## src/rtl/memory_param_rw_pkg.sv

```systemverilog
// Shared types and helpers for memory_param_rw: FSM state encoding,
// legal read-latency range and the per-byte even-parity function.
package memory_param_rw_pkg;

    typedef enum logic {
        INIT  = 1'b0,
        READY = 1'b1
    } state_t;

    localparam int RD_LAT_MIN = 1;
    localparam int RD_LAT_MAX = 4;

    // Even parity: the stored bit makes byte + parity carry an even number of ones.
    function automatic logic byte_parity(input logic [7:0] b);
        return ^b;
    endfunction

endpackage

```

## src/rtl/memory_param_rw_rd_pipe.sv

```systemverilog
// Fixed-latency delay line for read responses (valid/data/err); asynchronous clear on rstn.
// Data and err are zeroed in any stage that does not carry a valid response.
module memory_param_rw_rd_pipe #(
    parameter int DATA_WIDTH = 32,
    parameter int LATENCY    = 1
) (
    input  logic                  clk,
    input  logic                  rstn,
    input  logic                  i_valid,
    input  logic [DATA_WIDTH-1:0] i_data,
    input  logic                  i_err,
    output logic                  o_valid,
    output logic [DATA_WIDTH-1:0] o_data,
    output logic                  o_err
);

    for (genvar gi = 0; gi < LATENCY; gi++) begin : g_stage
        logic                  r_vld;
        logic [DATA_WIDTH-1:0] r_data;
        logic                  r_err;

        logic                  w_vld_in;
        logic [DATA_WIDTH-1:0] w_data_in;
        logic                  w_err_in;

        if (gi == 0) begin : g_head
            assign w_vld_in  = i_valid;
            assign w_data_in = i_valid ? i_data : '0;
            assign w_err_in  = i_valid & i_err;
        end else begin : g_tail
            assign w_vld_in  = g_stage[gi-1].r_vld;
            assign w_data_in = g_stage[gi-1].r_data;
            assign w_err_in  = g_stage[gi-1].r_err;
        end

        always_ff @(posedge clk or negedge rstn) begin
            if (!rstn) begin
                r_vld  <= 1'b0;
                r_data <= '0;
                r_err  <= 1'b0;
            end else begin
                r_vld  <= w_vld_in;
                r_data <= w_data_in;
                r_err  <= w_err_in;
            end
        end
    end

    assign o_valid = g_stage[LATENCY-1].r_vld;
    assign o_data  = g_stage[LATENCY-1].r_data;
    assign o_err   = g_stage[LATENCY-1].r_err;

endmodule

```

## src/rtl/memory_param_rw.sv

```systemverilog
// Single-port byte-writable memory with self-initialisation FSM and fixed read latency.
// Optional per-byte parity storage/check when MEMORY_PARAM_RW_PARITY_EN is defined.
module memory_param_rw
    import memory_param_rw_pkg::*;
#(
    parameter int ADDR_WIDTH = 4,
    parameter int DATA_WIDTH = 32,
    parameter int RD_LATENCY = 1
) (
    input  logic                    clk,
    input  logic                    rstn,
    input  logic                    clr,
    input  logic                    req_valid,
    output logic                    req_ready,
    input  logic                    req_wen,
    input  logic [ADDR_WIDTH-1:0]   req_addr,
    input  logic [DATA_WIDTH-1:0]   req_wdata,
    input  logic [DATA_WIDTH/8-1:0] req_be,
    output logic                    rsp_valid,
    output logic [DATA_WIDTH-1:0]   rsp_rdata,
    output logic                    rsp_err,
    output logic                    init_done
);

    localparam int DEPTH = 2 ** ADDR_WIDTH;
    localparam int NB    = DATA_WIDTH / 8;

    if (RD_LATENCY < RD_LAT_MIN || RD_LATENCY > RD_LAT_MAX || (DATA_WIDTH % 8) != 0) begin : g_param_check
        $error("memory_param_rw: RD_LATENCY must be 1..4 and DATA_WIDTH a multiple of 8");
    end

    state_t                r_state, w_state_next;
    logic [ADDR_WIDTH-1:0] r_cnt, w_cnt_next;
    logic                  w_accept, w_wr, w_rd;
    logic [DATA_WIDTH-1:0] w_rd_word;
    logic                  w_rd_err;

    logic [DATA_WIDTH-1:0] r_mem [DEPTH];
`ifdef MEMORY_PARAM_RW_PARITY_EN
    logic [NB-1:0]         r_par [DEPTH];
`endif

    always_ff @(posedge clk or negedge rstn) begin
        if (!rstn) begin
            r_state <= INIT;
            r_cnt   <= '0;
        end else begin
            r_state <= w_state_next;
            r_cnt   <= w_cnt_next;
        end
    end

    // The counter only advances in INIT and wraps to 0 on the last address,
    // so it is already 0 whenever READY is entered.
    always_comb begin
        w_state_next = r_state;
        w_cnt_next   = r_cnt;
        req_ready    = 1'b0;
        init_done    = 1'b0;
        case (r_state)
            INIT: begin
                w_cnt_next = r_cnt + ADDR_WIDTH'(1);
                if (r_cnt == ADDR_WIDTH'(DEPTH - 1))
                    w_state_next = READY;
            end
            READY: begin
                req_ready = 1'b1;
                init_done = 1'b1;
                if (clr) begin
                    w_state_next = INIT;
                    w_cnt_next   = '0;
                end
            end
            default: w_state_next = INIT;
        endcase
    end

    assign w_accept = req_valid & req_ready;
    assign w_wr     = w_accept & req_wen;
    assign w_rd     = w_accept & ~req_wen;

    // Array storage is deliberately not reset; INIT clears it after rstn releases.
    always_ff @(posedge clk) begin
        if (r_state == INIT) begin
            r_mem[r_cnt] <= '0;
`ifdef MEMORY_PARAM_RW_PARITY_EN
            r_par[r_cnt] <= '0;
`endif
        end else if (w_wr) begin
            for (int b = 0; b < NB; b++) begin
                if (req_be[b]) begin
                    r_mem[req_addr][8*b +: 8] <= req_wdata[8*b +: 8];
`ifdef MEMORY_PARAM_RW_PARITY_EN
                    r_par[req_addr][b] <= byte_parity(req_wdata[8*b +: 8]);
`endif
                end
            end
        end
    end

    assign w_rd_word = r_mem[req_addr];

`ifdef MEMORY_PARAM_RW_PARITY_EN
    logic [NB-1:0] w_par_calc;
    for (genvar gi = 0; gi < NB; gi++) begin : g_par
        assign w_par_calc[gi] = byte_parity(w_rd_word[8*gi +: 8]);
    end
    assign w_rd_err = |(w_par_calc ^ r_par[req_addr]);
`else
    assign w_rd_err = 1'b0;
`endif

    memory_param_rw_rd_pipe #(
        .DATA_WIDTH (DATA_WIDTH),
        .LATENCY    (RD_LATENCY)
    ) u_rd_pipe (
        .clk     (clk),
        .rstn    (rstn),
        .i_valid (w_rd),
        .i_data  (w_rd_word),
        .i_err   (w_rd_err),
        .o_valid (rsp_valid),
        .o_data  (rsp_rdata),
        .o_err   (rsp_err)
    );

endmodule
```

## config.mk

```make
export PLATFORM = sky130hd
export DESIGN_NAME = memory_param_rw
export DESIGN_NICKNAME = d
export VERILOG_FILES = /design/src/rtl/memory_param_rw_pkg.sv /design/src/rtl/memory_param_rw_rd_pipe.sv /design/src/rtl/memory_param_rw.sv
export SDC_FILE = /design/constraint.sdc
export NUM_CORES = 1
export LEC_CHECK = 0
export CORE_AREA = 3 3 260 288
export CTS_CLUSTER_SIZE = 24
export DETAILED_ROUTE_END_ITERATION = 12
export DIE_AREA = 0 0 263 291
export GPL_TIMING_DRIVEN = 0
export PLACE_DENSITY = 0.48
export SLEW_MARGIN = 20
export SYNTH_ARGS = -nofsm -noshare
export SYNTH_HDL_FRONTEND = slang
export SYNTH_HIERARCHICAL = 1
export SYNTH_SLANG_ARGS = --single-unit
export TNS_END_PERCENT = 50
```

## constraint.sdc

```tcl
create_clock -name clk -period 6.4 [get_ports clk]
set_clock_uncertainty 0.2 [all_clocks]
set_input_delay 1.28 -clock clk [delete_from_list [all_inputs] [get_ports clk]]
set_output_delay 1.28 -clock clk [all_outputs]
set_load 0.01 [all_outputs]
```

# After elaboration in Yosys (flattened, before gate mapping)
# Memories as Yosys holds them, arrays and structs flattened.
# Cells that the tools add are included.
# word_totals
register_bits	38
ramBits	512
out_inout_bits	36
elab_cells	41
n_memories	1
# memory_table
name	words	word_bits	read_ports	rd_clocked_by_memory_dff	wr	line	text
r_mem	16	32	1	0	1	memory_param_rw.sv:38	logic [DATA_WIDTH-1:0] r_mem [DEPTH];
# op_classes
n_addsub	1
eq_ne	2
mux	27
n_bitwise	5
n_reduce_logical	1
# op_table
operator	count
$mux W32	2
$reduce_or A32 Y1	1
$mux W1	20
$mux W4	3
$pmux W4 S2	1
$add A4 B1 Y4 const B	1
$eq A4 B4 Y1 const B	1
$and A1 B1 Y1	3
$ne A2 B2 Y1 const B	1
$not A1 Y1	2
$pmux W1 S2	1

# Longest topological paths before layout
# Gate-level depths: netlist of run 1.
# logic_depth
word_depth	8
ltp_mapped	7

# Hierarchy
# Netlist of run 1, hierarchy kept.
# modules_own_cells
mod	n_inst	cells_each	area_per_inst_um2
memory_param_rw	1	966	20454.6
memory_param_rw_rd_pipe	1	70	1113.6

# Least setup slack after synthesis of run 1
# OpenSTA, ideal clock, no wires.
# synth_timing
path_kind	input port to flip-flop
start	input req_addr[0]
end	memory r_mem[10][0], enable pin
setup_time_ns	0.388
arrival_time_ns	3.006
required_time_ns	5.812
slack_ns	2.806
path_stages	6
cell_sequence	buf_2 -> buf_2 -> buf_6 -> nand4b_1 -> buf_4 -> a221oi_1
# synth_via
elab_chain_cells	1
# synth_rtl
element	line	text
from (decl)	memory_param_rw.sv:16	input logic [ADDR_WIDTH-1:0] req_addr,
$mux W4 (no source line)	-	
to (decl)	memory_param_rw.sv:38	
# Every way passes these cells.

# Worst setup path after layout of run 1
# layout_timing
start	input req_be[0]
end	memory r_mem[11][30], enable pin
# layout_via
elab_chain_cells	6
elab_cells_between_ends	7
cone_classes	mux: 6; reduce/logical: 1
# layout_rtl
element	line	text
from (decl)	memory_param_rw.sv:18	input logic [DATA_WIDTH/8-1:0] req_be,
$mux W1 (*)	memory_param_rw.sv:91	if (req_be[b]) begin
$mux W1 (*)	memory_param_rw.sv:89	end else if (w_wr) begin
$mux W1 (*)	memory_param_rw.sv:84	if (r_state == INIT) begin
$mux W1 (implied by the code) (*)	memory_param_rw.sv:92	r_mem[req_addr][8*b +: 8] <= req_wdata[8*b +: 8];
$reduce_or A32 Y1 (no source line) (*)	-	
$mux W4 (no source line)	-	
# Mark *: on every way between the ends. The rest lies on a longest branch, timed or not.

==> summary.md, run 1 <==
| Metric | Value |
|---|---|
| WL met1 | 25.1 mm |
| Mapped Area | 21600 µm² |
| Area grow syn2layout | 22.4% |
| RSZ-0062 raised after global routing | false |
| TritonCTS sink count | 551 |
| Commonest non-fill, non-tap cell in the layout | edfxtp_1 |
| Final Hold Vio Count | 0 |
| Hold_buf cts | 0 |
| DRT antenna net count | 0 |
| CP Max Fanout | 10 |
| TritonCTS buffer count | 57 |
| CP startpoint kind | input port |
| # nets final | 1284 |
| Post-synthesis sequential area ratio | 75.8% |
| Vias in the first global route | 12000 |
| Final setup viols | 0 |
| WL/cell | 25.9 µm |
| Max VDD drop | 0.203 mV |
| Clock root cell | clkbuf_16 |
| Die Area | 76500 µm² |
| Least-Margin Pin Slew | 1.07 ns |
| Period utilization | 67.0% |
| CTS resizes | 0 |
| Clk buf depth | 3 |
| Crit path kind | in2reg |
| HP Class | in2async |
| Final GP Congestion | 0.848 |
| Distinct cells, synth | 35 |
| Wire length on met2 | 28.0 mm |
| Highest metal used | met4 |
| Initial antenna violation count | 1 |
| Die height | 291 µm |
| Largest net degree at the start of global routing | 29 |
| Syn_nets | 1082 |
| Mux contribution to synthesized area | 13.4% |
| Core Util, Final | 36.7% |
| Layout cell share with drive strength beyond 1 | 32.5% |
| Post-synthesis simple-gate area fraction | 3.59% |
| R2R setup slack | 2.89 ns |
| Minimum clock period | 4.29 ns |
| Post-route DRC | 0 |
| Number of port buffers | 78 |
| Post-DP HPWL | 40.7 mm |
| Crit path DAT | 4.39 ns |
| H-tree Lvls | 2 |
| Nature of the critical path endpoint | flip-flop |
| TritonCTS clock tree | built |
| PwrDens | 372 nW/µm² |
| Most frequent cells in the layout | edfxtp_1 (512), mux4_2 (128), clkdlybuf4s50_1 (77) |
| Max-slew violation total from the final report | 0 |
| DR vias | 11300 |
| PnR worst setup slack | 2.11 ns |
| Postcts setup bufs | 0 |
| Routed WL | 57.8 mm |
| Mean Syn Cell Area | 20.8 µm² |
| Post-Syn Instances | 1036 |
| Row count | 103 |
| Achievable Freq | 0.233 GHz |
| FF+latch count, synth | 551 |
| Hold WS | 0.327 ns |
| Yosys warns | 6 |
| Chip Width | 263 µm |
| # IOs | 81 |
| Global-route wire length before repair | 83.9 mm |
| Final TNS setup | 0 ns |
| Worst rel slew slack | 28.5% |
| Clk pin slew, worst setup/hold paths | 0.06 ns |
| Met3 wire len | 3.30 mm |
| Total GRT Usage | 15.0% |
| Drt pass-1 iters | 4 |
| Lkg Pwr | 8.94 nW |
| CORE AREA | 71900 µm² |
| Post-Place Setup Slack | 1.49 ns |
| Critical Path RT | 6.50 ns |
| Initial DRC Count | 980 |
| Post-synthesis xor/xnor area fraction | 0.0812% |
| Status | finished, final reports clean |
| Compound-Gate Fraction of Synth Area | 5.28% |
| Clk Latency, worst-skew pair | 0.61 ns |
| Total of max-cap violations | 0 |
| Starting Density | 30.0% |
| Grt total ovfl | 0 |
| Adder-cell share of the synthesized area | 0.0580% |
| Vias per inst | 5.06 |
| Largest family of logic cells by synthesized area | multiplexers |
-- power breakdown --
part           internal (mW)  total, mW  switching (mW)
clock network           1.91       3.27            1.36
registers               4.60       4.73           0.127
logic                  0.647       1.84            1.19
-- final timing paths --
kind	from	endpoint	depth (start not counted)
max	req_be[0]	r_mem[11][30]$_DFFE_PP_	6
min	rstn	u_rd_pipe/o_data[2]$_DFF_PN0_	1
max reg2reg	r_state$_DFF_PN0_	r_mem[11][14]$_DFFE_PP_	5
min reg2reg	r_cnt[0]$_DFFE_PN0P_	r_cnt[0]$_DFFE_PN0P_	1
max in group asynchronous	rstn	u_rd_pipe/o_data[21]$_DFF_PN0_	2
min in group clk	r_cnt[0]$_DFFE_PN0P_	r_cnt[0]$_DFFE_PN0P_	1
-- synthesized netlist by cell type --
library cell | instances | area share [%]
o21ai_0 | 1 | 0.023
buf_2 | 29 | 0.67
nand3b_1 | 1 | 0.035
buf_6 | 2 | 0.10
and2_1 | 2 | 0.058
and3b_1 | 1 | 0.041
conb_1 | 1 | 0.017
nor2b_1 | 6 | 0.17
and2_2 | 33 | 1.1
mux2i_1 | 1 | 0.046
a221oi_1 | 64 | 2.6
a22oi_1 | 64 | 2.2
nand3_1 | 4 | 0.093
xor2_1 | 1 | 0.041
mux4_2 | 128 | 13
o211ai_1 | 2 | 0.070
clkbuf_2 | 3 | 0.070
and3_1 | 33 | 0.96
dfrtp_1 | 39 | 4.5
nor4_4 | 1 | 0.099
nand4_1 | 1 | 0.029
o21ai_1 | 6 | 0.14
clkbuf_1 | 41 | 0.71
a21boi_1 | 4 | 0.14
nand3_2 | 3 | 0.14
buf_4 | 5 | 0.17
inv_1 | 1 | 0.017
nand4b_1 | 2 | 0.081
nand2_1 | 35 | 0.61
ha_1 | 1 | 0.058
xnor2_1 | 1 | 0.041
or4_1 | 2 | 0.070
edfxtp_1 | 512 | 71
o22ai_1 | 3 | 0.087
nor2_1 | 3 | 0.052
-- sequential cells by signal, summed over array words and instances, names as in the netlist --
name               cells
r_mem                512
u_rd_pipe/o_data      32
r_cnt                  4
r_state                1
u_rd_pipe/o_err        1
u_rd_pipe/o_valid      1
-- metrics by stage --
stage | total power, mW | instance area (µm²) | cells
after global routing | 10.2 | 26400 | 2230
after global placement | 6.27 | 23500 | 2059
after detailed placement | 6.65 | 24600 | 2124
after floorplan | 5.64 | 21600 | 1036
after CTS | 9.95 | 26400 | 2230
final | 9.83 | 26400 | 2232
-- layout make-up --
| cell class | instances | area (µm²) |
|---|---|---|
| timing repair buffer | 143 | 1340 |
| sequential | 551 | 16400 |
| fill | 6641 | 45500 |
| buffer | 80 | 374 |
| inverter | 1 | 3.75 |
| antenna | 2 | 5.00 |
| tap | 945 | 1180 |
| multi-input combinational | 404 | 5310 |
| clock buffer | 77 | 1560 |
| clock inverter | 29 | 283 |
-- logic make-up after synthesis --
group | count (synthesis)
AOI/OAI and AO/OA | 144
xor gates and xnor gates | 2
adders and majority gates | 1
buffers and inverters | 81
DFF | 551
muxes | 129
other | 1
and+or+nand+nor | 127
-- worst max-delay path, stage by stage --
cell	delay [ns]
clkdlybuf4s50_1	0.56
nor4_4	0.54
o21ai_1	0.46
clkbuf_1	0.53
a221oi_2	0.71
buf_4	0.29
-- per-layer routing --
layer / track usage [%] / vias to the layer above
li1: - / 4815
met1: 20.5 / 6057
met2: 24.5 / 347
met3: 2.68 / 81
met4: 4.13 / 0
met5: 0 / -
No activity file was read; power rests on OpenSTA's default activity.
==> inputs of run 2 (changes only) <==
clock period = 4.4 ns   (was 6.4 ns; I/O delays follow)
==> run 2 against run 1 <==
  * Power is 45% higher
  * Combinational power up 45%
  * Worst setup slack got worse by 1.6 ns
  * Sequential power increased by 45%
  * Clock power is 46% higher
  * Highest routed layer unchanged
  * Die area stayed put
  * Non-clock buffer count rose by 1
==> summary.md, run 2 (synthesis gave the netlist of run 1 again) <==
| Metric | Value |
|---|---|
| Hold path depth | 1 |
| DRT antenna net count | 0 |
| CORE AREA | 71900 µm² |
| Highest metal used | met4 |
| Die Area | 76500 µm² |
| R2R setup slack | 0.88 ns |
| Most frequent cells in the layout | edfxtp_1 (512), mux4_2 (128), clkdlybuf4s50_1 (77) |
| Top reg by flops | r_mem |
| Crit-path max cell delay | 0.73 ns |
| CP max stage cell | a221oi_2 |
| Max VDD drop | 0.294 mV |
| FF-to-FF Start | r_state$_DFF_PN0_ |
| TritonCTS buffer count | 57 |
| Lkg Pwr | 8.95 nW |
| Starting Density | 30.0% |
| # IOs | 81 |
| DR vias | 11300 |
| Vias per inst | 5.05 |
| TritonCTS clock tree | built |
| Clk buf depth | 3 |
| Nature of the critical path endpoint | flip-flop |
| Period utilization | 89.5% |
| Achievable Freq | 0.254 GHz |
| Reg2reg path depth | 5 |
| Wire length on met2 | 27.9 mm |
| Grt total ovfl | 0 |
| TritonCTS sink count | 551 |
| Vias in the first global route | 12000 |
| Post-DP Area | 24600 µm² |
| Chip Width | 263 µm |
| # nets final | 1285 |
| WL met1 | 25.4 mm |
| Status | finished, final reports clean |
| Postcts setup bufs | 0 |
| CP startpoint kind | input port |
| HP Class | reg2reg |
| Met3 wire len | 2.95 mm |
| Crit path cell chain | clkdlybuf4s50_1 -> nor4_4 -> o21ai_1 -> clkbuf_1 -> a221oi_2 -> buf_4 |
| Worst Hold End | r_cnt[0]$_DFFE_PN0P_ |
| Critical Path RT | 4.50 ns |
| Initial antenna violation count | 1 |
| Final setup viols | 0 |
| Initial DRC Count | 1028 |
| Max-slew violation total from the final report | 0 |
| Design area | 26400 µm² |
| Fill count | 6641 |
| Area grow syn2layout | 22.5% |
| Clock root cell | clkbuf_16 |
| Final GP Congestion | 0.848 |
| Global-route wire length before repair | 83.9 mm |
| Total of max-cap violations | 0 |
| RSZ-0062 raised after global routing | false |
| Largest register FFs | 512 |
| Least-Margin Pin Slew | 1.09 ns |
| Post-route DRC | 0 |
| Commonest non-fill, non-tap cell in the layout | edfxtp_1 |
| CP Max Fanout | 10 |
| H-tree Lvls | 2 |
| Clk pin slew, worst setup/hold paths | 0.06 ns |
| Layout cell share with drive strength beyond 1 | 32.4% |
| Routed WL | 57.8 mm |
| Crit path kind | in2reg |
| Clk Latency, worst-skew pair | 0.61 ns |
| Row count | 103 |
| Final Hold Vio Count | 0 |
| Worst R2R End | r_mem[11][30]$_DFFE_PP_ |
| CP top delay family | buffers and inverters |
| Final TNS setup | 0 ns |
| Drt pass-1 iters | 5 |
| WL/cell | 25.9 µm |
| Crit path buf inv count | 3 |
| Number of port buffers | 78 |
| Worst rel slew slack | 27.2% |
| Largest net degree at the start of global routing | 29 |
| Total GRT Usage | 15.0% |
| Hold_sp | r_cnt[0]$_DFFE_PN0P_ |
| Die height | 291 µm |
| Minimum clock period | 3.94 ns |
| Crit path DAT | 4.04 ns |
| Total power draw | 14.3 mW |
| Post-DP HPWL | 40.7 mm |
| PwrDens | 541 nW/µm² |
-- run 2: metrics by stage --
step | utilization [%] | instances | hold slack [ns] | setup slack [ns]
finish | 36.7 | 2232 | 0.419 | 0.463
detailed placement | 34.1 | 2124 | 0.409 | -0.106
floorplan | - | 1036 | 0.346 | 1.21
CTS | 36.7 | 2231 | 0.416 | 0.545
global route | 36.7 | 2231 | 0.466 | 0.389
global placement | 32.7 | 2059 | 0.397 | -0.886
-- run 2: worst reg2reg max path, cell delays in order, from the launching register on --
cell	delay, ns
dfrtp_1	0.57
nand3_2	0.24
o21ai_1	0.86
clkbuf_1	0.83
a221oi_2	0.30
buf_4	0.27
-- run 2: how the worst max path moves through the flow --
stage	start	to	slack, ns	depth (start not counted)
after global placement	req_addr[3]	r_mem[10][19]$_DFFE_PP_	-0.89	6
after floorplan	req_addr[0]	r_mem[10][0]$_DFFE_PP_	1.21	6
after detailed placement	req_be[0]	r_mem[11][27]$_DFFE_PP_	-0.11	6
after global routing	req_be[0]	r_mem[11][30]$_DFFE_PP_	0.39	6
after CTS	req_be[0]	r_mem[11][30]$_DFFE_PP_	0.54	6
final	req_be[0]	r_mem[11][30]$_DFFE_PP_	0.46	6
-- run 2: layout make-up --
cell class / count / area [µm²] / area share (%)
inverter: 1 / 3.75 / 0.0142
sequential: 551 / 16400 / 61.9
clock buffer: 77 / 1560 / 5.92
timing repair buffer: 144 / 1350 / 5.11
multi-input combinational: 404 / 5310 / 20.1
clock inverter: 29 / 283 / 1.07
buffer: 80 / 374 / 1.42
tap: 945 / 1180 / 4.48
antenna: 1 / 2.50 / 0.00947
-- run 2: report_power, final --
part / switching [mW] / internal [mW]
logic: 1.73 / 0.942
clock network: 1.97 / 2.78
registers: 0.185 / 6.69
total: 3.89 / 10.4
-- run 2: repair_timing --
item / in CTS / in global routing
hold endpoints to repair: 11 / 0
gates resized for setup: 0 / 0
hold buffers: 1 / 0
-- run 2: layer usage --
layer  up-vias  global-route usage (%)
met5         -                       0
met4         0                    4.13
met3        88                    2.68
met2       334                    24.5
met1      6045                    20.6
li1       4814                       -
==> inputs of run 3 (changes only) <==
SKIP_CTS_REPAIR_TIMING = 1   (was not set)
==> run 3 against run 2 <==
  * Via count stayed put
  * Critical path depth stayed put
  * Cell count unchanged
  * Sequential share of layout area did not move
  * Register-to-register slack hardly changed
  * Sequential power about the same
==> summary.md, run 3 (synthesis gave the netlist of run 1 again) <==
| Metric | Value |
|---|---|
| Status | finished, final reports clean |
| Post-DP HPWL | 40.7 mm |
| Post-DP Area | 24600 µm² |
| Reg2reg path depth | 5 |
| Die height | 291 µm |
| Vias per inst | 5.05 |
| Post-Place Setup Slack | -0.106 ns |
| Area grow syn2layout | 22.5% |
| Final GP Congestion | 0.848 |
| Total power draw | 14.3 mW |
| Starting Density | 30.0% |
| DRT antenna net count | 0 |
| Crit path to | r_mem[11][30]$_DFFE_PP_ |
| Layout cell share with drive strength beyond 1 | 32.4% |
| Clock root cell | clkbuf_16 |
| TritonCTS clock tree | built |
| Critical Path RT | 4.50 ns |
| Achievable Freq | 0.254 GHz |
| Max-slew violation total from the final report | 0 |
| Fill count | 6641 |
| Nature of the critical path endpoint | flip-flop |
| HP Class | reg2reg |
| CORE AREA | 71900 µm² |
| Routed WL | 57.8 mm |
| Largest net degree at the start of global routing | 29 |
| Lkg Pwr | 8.95 nW |
| Minimum clock period | 3.94 ns |
| Post-route DRC | 0 |
| TritonCTS buffer count | 57 |
| Total of max-cap violations | 0 |
| Crit path DAT | 4.04 ns |
| Number of port buffers | 78 |
| Total GRT Usage | 15.0% |
| Core Util, Final | 36.7% |
| CP startpoint kind | input port |
| CP Max Fanout | 10 |
| Max VDD drop | 0.294 mV |
| Initial DRC Count | 1028 |
| Row count | 103 |
| Worst rel slew slack | 27.2% |
| Initial antenna violation count | 1 |
| PwrDens | 541 nW/µm² |
| Clk pin slew, worst setup/hold paths | 0.06 ns |
| Register area | 16400 µm² |
| RSZ-0062 raised after global routing | false |
| Largest register FFs | 512 |
| Most frequent cells in the layout | edfxtp_1 (512), mux4_2 (128), clkdlybuf4s50_1 (77) |
| Crit. Startpoint | req_be[0] |
| Commonest non-fill, non-tap cell in the layout | edfxtp_1 |
| Least-Margin Pin Slew | 1.09 ns |
| Drt pass-1 iters | 5 |
| R2R setup slack | 0.88 ns |
| Final setup viols | 0 |
| DR vias | 11300 |
| Grt total ovfl | 0 |
| Die Area | 76500 µm² |
| Design area | 26400 µm² |
| # IOs | 81 |
| TritonCTS sink count | 551 |
| Vias in the first global route | 12000 |
| Clk buf depth | 3 |
| Multi-input gate area | 5310 µm² |
| Period utilization | 89.5% |
| Global-route wire length before repair | 83.9 mm |
| Final Hold Vio Count | 0 |
| WL/cell | 25.9 µm |
| # nets final | 1285 |
| Top reg by flops | r_mem |
| Clk Latency, worst-skew pair | 0.61 ns |
| H-tree Lvls | 2 |
| FF-to-FF Start | r_state$_DFF_PN0_ |
| Chip Width | 263 µm |
| Crit path kind | in2reg |
| PnR worst setup slack | 0.463 ns |
| Worst R2R End | r_mem[11][30]$_DFFE_PP_ |
run 3: cell counts in the layout (fill, tap and decap cells not counted):
Identical to the previous run, type by type.
run 3: how the worst min path moves through the flow:
| stage | depth (start not counted) | slack, ns | from | endpoint |
|---|---|---|---|---|
| CTS | 1 | -0.1 | rstn | u_rd_pipe/o_data[2]$_DFF_PN0_ |
| global route | 1 | 0.47 | r_cnt[0]$_DFFE_PN0P_ | r_cnt[0]$_DFFE_PN0P_ |
| finish | 1 | 0.42 | r_cnt[0]$_DFFE_PN0P_ | r_cnt[0]$_DFFE_PN0P_ |
| global placement | 1 | 0.40 | r_cnt[0]$_DFFE_PN0P_ | r_cnt[0]$_DFFE_PN0P_ |
| floorplan | 1 | 0.35 | r_cnt[0]$_DFFE_PN0P_ | r_cnt[0]$_DFFE_PN0P_ |
| detailed placement | 1 | 0.41 | r_cnt[0]$_DFFE_PN0P_ | r_cnt[0]$_DFFE_PN0P_ |
run 3: worst max-delay path: stages:
cell and delay, ns:
clkdlybuf4s50_1 0.57, nor4_4 0.55, o21ai_1 0.46, clkbuf_1 0.53, a221oi_2 0.73, buf_4 0.30
run 3: area by class of cell:
cell class	count	share of cell area, %
multi-input combinational	404	20.1
tap	945	4.48
antenna	1	0.00947
timing repair buffer	144	5.11
clock inverter	29	1.07
inverter	1	0.0142
buffer	80	1.42
clock buffer	77	5.92
sequential	551	61.9
run 3: layer usage:
layer  GRT usage (%)  wire length, µm  vias to the layer above
met5               0                0                        -
li1                -                -                     4814
met3            2.68             2950                       88
met2            24.5            27900                      334
met1            20.5            25400                     6045
met4            4.13             1490                        0
run 3: metrics by stage:
stage / cells / TNS [ns] / hold WS [ns]
2_1_floorplan: 1036 / 0 / 0.346
3_3_place_gp: 2059 / -255.08 / 0.397
3_5_place_dp: 2124 / -1.65 / 0.409
4_1_cts: 2230 / 0 / -0.0956
5_1_grt: 2231 / 0 / 0.466
6_report: 2232 / 0 / 0.419
run 3: power by group:
part           internal, mW  switching, mW  leakage, nW
combinational         0.942           1.73         2.61
clock                  2.78           1.97        0.895
sequential             6.69          0.185         5.44
